File: src/rtl/ptp_rtc_adj_ctrl.sv
// rtl/ptp_rtc_adj_ctrl.sv - PTP RTC offset/clear/tick adjustment arbiter
module ptp_rtc_adj_ctrl #(
    parameter int unsigned HOLDOFF   = 8,
    parameter logic [31:0] TICK_INIT = 32'h1999_9999
) (
    input  logic        rtc_clk,
    input  logic        rtc_rst,
    input  logic        sw_req_i,
    input  logic [31:0] sw_ns_offset_i,
    input  logic [47:0] sw_sc_offset_i,
    output logic        sw_ack_o,
    output logic        sw_err_o,
    input  logic        srv_req_i,
    input  logic [31:0] srv_ns_offset_i,
    input  logic [47:0] srv_sc_offset_i,
    output logic        srv_ack_o,
    output logic        srv_err_o,
    input  logic        sw_clear_i,
    input  logic        tick_wr_i,
    input  logic [31:0] tick_wdata_i,
    output logic [31:0] tick_inc_o,
    output logic [31:0] ns_offset_o,
    output logic [47:0] sc_offset_o,
    output logic        offset_valid_o,
    output logic        clear_rtc_o,
    output logic        busy_o
);

    typedef enum logic [1:0] {IDLE, ISSUE, HOLD} state_t;

    localparam logic [7:0]         HOLD_LOAD = 8'(HOLDOFF);
    localparam logic signed [31:0] NS_LIMIT  = 32'sd1000000000;

    state_t      state, state_next;
    logic [7:0]  hold_cnt, hold_cnt_next;
    logic        last_srv, last_srv_next;   // 1: servo was granted last
    logic        gnt_srv, gnt_srv_next;     // requester owning the current grant
    logic        any_req, strobes_quiet, pick_srv, sel_ns_ok;
    logic [31:0] sel_ns;
    logic [47:0] sel_sc;
    logic        load_offsets, issue, reject;

    // Arbitration, range check and next-state selection; clear overrides everything
    always_comb begin
        state_next    = state;
        hold_cnt_next = hold_cnt;
        last_srv_next = last_srv;
        gnt_srv_next  = gnt_srv;
        load_offsets  = 1'b0;
        issue         = 1'b0;
        reject        = 1'b0;

        any_req       = sw_req_i | srv_req_i;
        // A req still high in the cycle of our own ack/err is a stale one
        strobes_quiet = ~(sw_ack_o | sw_err_o | srv_ack_o | srv_err_o);
        pick_srv      = srv_req_i & (~sw_req_i | ~last_srv);
        sel_ns        = pick_srv ? srv_ns_offset_i : sw_ns_offset_i;
        sel_sc        = pick_srv ? srv_sc_offset_i : sw_sc_offset_i;
        sel_ns_ok     = ($signed(sel_ns) < NS_LIMIT) && ($signed(sel_ns) > -NS_LIMIT);

        if (sw_clear_i) begin
            state_next    = HOLD;
            hold_cnt_next = HOLD_LOAD;
        end else begin
            case (state)
                IDLE: begin
                    if (any_req && strobes_quiet) begin
                        last_srv_next = pick_srv;
                        gnt_srv_next  = pick_srv;
                        if (sel_ns_ok) begin
                            load_offsets = 1'b1;
                            state_next   = ISSUE;
                        end else begin
                            reject = 1'b1;
                        end
                    end
                end
                ISSUE: begin
                    issue         = 1'b1;
                    state_next    = HOLD;
                    hold_cnt_next = HOLD_LOAD;
                end
                HOLD: begin
                    if (hold_cnt <= 8'd1) begin
                        state_next    = IDLE;
                        hold_cnt_next = 8'd0;
                    end else begin
                        hold_cnt_next = hold_cnt - 8'd1;
                    end
                end
                default: state_next = IDLE;
            endcase
        end
    end

    // State, pointer, offset, tick and strobe registers
    always_ff @(posedge rtc_clk) begin
        if (rtc_rst) begin
            state          <= IDLE;
            hold_cnt       <= 8'd0;
            last_srv       <= 1'b1;
            gnt_srv        <= 1'b0;
            tick_inc_o     <= TICK_INIT;
            ns_offset_o    <= 32'd0;
            sc_offset_o    <= 48'd0;
            offset_valid_o <= 1'b0;
            clear_rtc_o    <= 1'b0;
            sw_ack_o       <= 1'b0;
            sw_err_o       <= 1'b0;
            srv_ack_o      <= 1'b0;
            srv_err_o      <= 1'b0;
            busy_o         <= 1'b0;
        end else begin
            state          <= state_next;
            hold_cnt       <= hold_cnt_next;
            last_srv       <= last_srv_next;
            gnt_srv        <= gnt_srv_next;
            offset_valid_o <= issue;
            sw_ack_o       <= issue & ~gnt_srv;
            srv_ack_o      <= issue & gnt_srv;
            sw_err_o       <= reject & ~gnt_srv_next;
            srv_err_o      <= reject & gnt_srv_next;
            clear_rtc_o    <= sw_clear_i;
            // Busy also spans the settle cycle after HOLD, before a new grant can land
            busy_o         <= (state != IDLE) || (state_next != IDLE);
            if (load_offsets) begin
                ns_offset_o <= sel_ns;
                sc_offset_o <= sel_sc;
            end
            if (tick_wr_i && (tick_wdata_i != 32'd0)) begin
                tick_inc_o <= tick_wdata_i;
            end
        end
    end

endmodule
File: config.mk
export PLATFORM = sky130hd
export DESIGN_NAME = ptp_rtc_adj_ctrl
export DESIGN_NICKNAME = d
export VERILOG_FILES = /design/src/rtl/ptp_rtc_adj_ctrl.sv
export SDC_FILE = /design/constraint.sdc
export NUM_CORES = 1
export LEC_CHECK = 0
export CAP_MARGIN = 20
export CELL_PAD_IN_SITES_DETAIL_PLACEMENT = 1
export CELL_PAD_IN_SITES_GLOBAL_PLACEMENT = 1
export CORE_MARGIN = 5
export CORE_UTILIZATION = 25
export DETAILED_ROUTE_END_ITERATION = 16
export PLACE_DENSITY = 0.68
export SLEW_MARGIN = 0
export SYNTH_ARGS = -nofsm -noshare
export SYNTH_HDL_FRONTEND = slang
export SYNTH_SLANG_ARGS = --single-unit
File: constraint.sdc
create_clock -name rtc_clk -period 4.3 [get_ports rtc_clk]
set_input_delay 0.645 -clock rtc_clk [delete_from_list [all_inputs] [get_ports rtc_clk]]
set_output_delay 0.645 -clock rtc_clk [all_outputs]
set_load 0.01 [all_outputs]
==> flow_summary.toml <==
[outcome]
outcome = "complete, no violations"

[power]
vdd_drop_max_mv = 0.2245
powerDensity_nw_per_um2 = 343.5
p_leak_nw = 4.369
total_power_mw = 3.748

[global_routing]
track_usage = 0.1694
grt-ovfl-total = 0
grt_max_degree = 99
grt_pass1_wl_mm = 40.99
grt_pass1_vias = 7203
antenna_found_initial = 5

[synth]
ys_seq_area_frac = 0.3859
synth-edff-count = 0
synth_cells = 824
synth_top_flop_cell = "dfxtp_1"
synth_area_leader_cell = "dfxtp_1"
synth_top_area_share = 0.3859
yosysUniqueCellTypes = 54
syn-cell-area_um2 = 6795
ys_ff_latch = 131
synth_area_per_cell_um2 = 8.247
synth.net_count = 1028
async_reset_ff_frac = 0
ys_warn_count = 0
ys_top_cells_by_area = "dfxtp_1 (39%), mux2_2 (9.9%), nand2_1 (8.2%)"

[floorplan]
core_um2 = 26880
die_area_um2 = 30580
ios = 317
rows = 60
die_y_um = 174.9
die_x_um = 174.9
start_util = 0.2528

[finish]
postLayoutCoreUtil = 0.4060
mostFrequentLayoutCells = "clkdlybuf4s50_1 (315), nand2_1 (148), dfxtp_1 (131)"
syn2layout_area_growth_pct = 60.56
layout-drive-gt1-share = 0.09583
fin_nets = 1318
final_common_cell = "clkdlybuf4s50_1"

[clocking]
hold_buffers = 0
cts_buffers = 17
cts_root_buf = "clkbuf_16"
htree_levels = 4
clk_latency_ps = 420
cts_sinks = 131
post_cts_buffers = 0
cts_resized = 0
cts_tree = "built"
path_clk_slew_ps = 70
clk_path_buf_depth = 2

[timing]
setup-tns-final_ps = 0
hold_ws_ps = 466.9
max-slew-margin-rel = 0.4739
worst_slew_pin_slew_ps = 789.2
rsz0062_at_grt = "no"
finalCritPeriodShare = 0.7544
hold_violations = 0
finalSetupViolCount = 0
fmax_mhz = 308.3
finalMaxSlewViolations = 0
fin_skew_ps = 9.996
period_minus_slack_ps = 3244

[worst_setup_path]
critPathArrivalTime_ps = 3550
crit_slowest_cell = "clkdlybuf4s50_1"
cp_max_fo = 35
path_buf_inv = 2
path_delay_family = "compound AO/OA/AOI/OAI gates"
crit_required_ps = 4600
critPathCaptureType = "flop"
path_cells = "clkdlybuf4s50_1, a21bo_4, or4_1, a22oi_1, o32ai_1, a22oi_4, buf_4, mux2_2"
critPathMaxStageDelay_ps = 540
cp-start-kind = "primary input"
worstSetupPathType = "primary input to flop"

[place]
port_buffers = 316
dpl.hpwl_mm = 20.59
globalplace.congestion = 0.8180

[route]
drc = 0
wl_mm = 27.04
antenna_left = 0
viasPerCell = 4.725
num_vias = 6960
drt_first_pass_iters = 6
dr.first_iter.drc_count = 235
wire_per_inst_um = 18.36

[min_path]
hold_path.class = "flop to flop"

[flow_run]
drv_cap = 0
==> stage by stage <==
stage	cells	worst slack, ps	instance area [um^2]
6_report	1473	1056	10910
2_1_floorplan	824	1599	6795
5_1_grt	1471	922.3	10910
3_3_place_gp	1436	656.3	10270
4_1_cts	1468	1041	10900
3_5_place_dp	1436	603.8	10270
==> cell type report <==
class / count / area [um^2]
Antenna cell: 5 / 12.51
Clock buffer: 18 / 429.2
Clock inverter: 14 / 201.4
Fill cell: 3102 / 15970
Inverter: 35 / 131.4
Multi-Input combinational cell: 602 / 3802
Sequential cell: 131 / 2623
Tap cell: 341 / 426.7
Timing Repair Buffer: 327 / 3284
==> logic make-up after synthesis <==
logic type / Yosys count / share of synthesized area
AND/OR/NAND/NOR: 350 / 0.2478
flip-flops: 131 / 0.3859
multiplexers: 87 / 0.1409
AO/OA/AOI/OAI: 153 / 0.1479
adder cells (fa/ha/maj): 6 / 0.01105
XOR/XNOR: 6 / 0.007733
buffers and inverters: 91 / 0.05874
==> synth_stat cells (10+ instances only) <==
cell type / number
inv_1: 35
nor4_1: 16
nor2b_1: 70
nand4_1: 10
a21oi_1: 81
mux2_2: 60
clkbuf_1: 43
a211o_1: 16
nand2_1: 148
dfxtp_1: 131
mux2i_1: 18
nor2_1: 57
nor3_1: 13
a211oi_1: 10
a221oi_1: 11
==> registers in the layout, indices dropped and copies added (netlist names) <==
name,cells
gnt_srv,1
offset_valid_o,1
tick_inc_o,32
sc_offset_o,48
sw_ack_o,1
state,2
srv_err_o,1
busy_o,1
ns_offset_o,32
sw_err_o,1
last_srv,1
hold_cnt,8
clear_rtc_o,1
srv_ack_o,1
==> power by group <==
| part | internal, mW | switching (mW) | leakage (nW) |
|---|---|---|---|
| combinational | 0.452 | 0.380 | 3.00 |
| sequential | 1.29 | 0.0462 | 1.07 |
| clock | 0.980 | 0.596 | 0.302 |
==> path summary, 6_finish.rpt <==
kind,cells past startpoint,slack [ps],endpoint,startpoint
worst max-delay path,8,1060,ns_offset_o[7],sw_req_i
worst min-delay path,1,470,tick_inc_o[20],tick_inc_o[20]
worst max register to register,7,1530,ns_offset_o[7],last_srv
worst min register to register,1,470,tick_inc_o[20],tick_inc_o[20]
==> routing by layer <==
| metal | GRT usage | vias up | wire, um | share of wire |
|---|---|---|---|---|
| met2 | 0.2865 | 213 | 12830 | 0.47 |
| met5 | 0 | - | 32 | 0.0012 |
| met4 | 0.06023 | 4 | 688 | 0.025 |
| met3 | 0.05885 | 40 | 2038 | 0.075 |
| met1 | 0.1997 | 3272 | 11450 | 0.42 |
| li1 | - | 3431 | - | - |
Note: power is estimated with default switching activity, not from simulation.
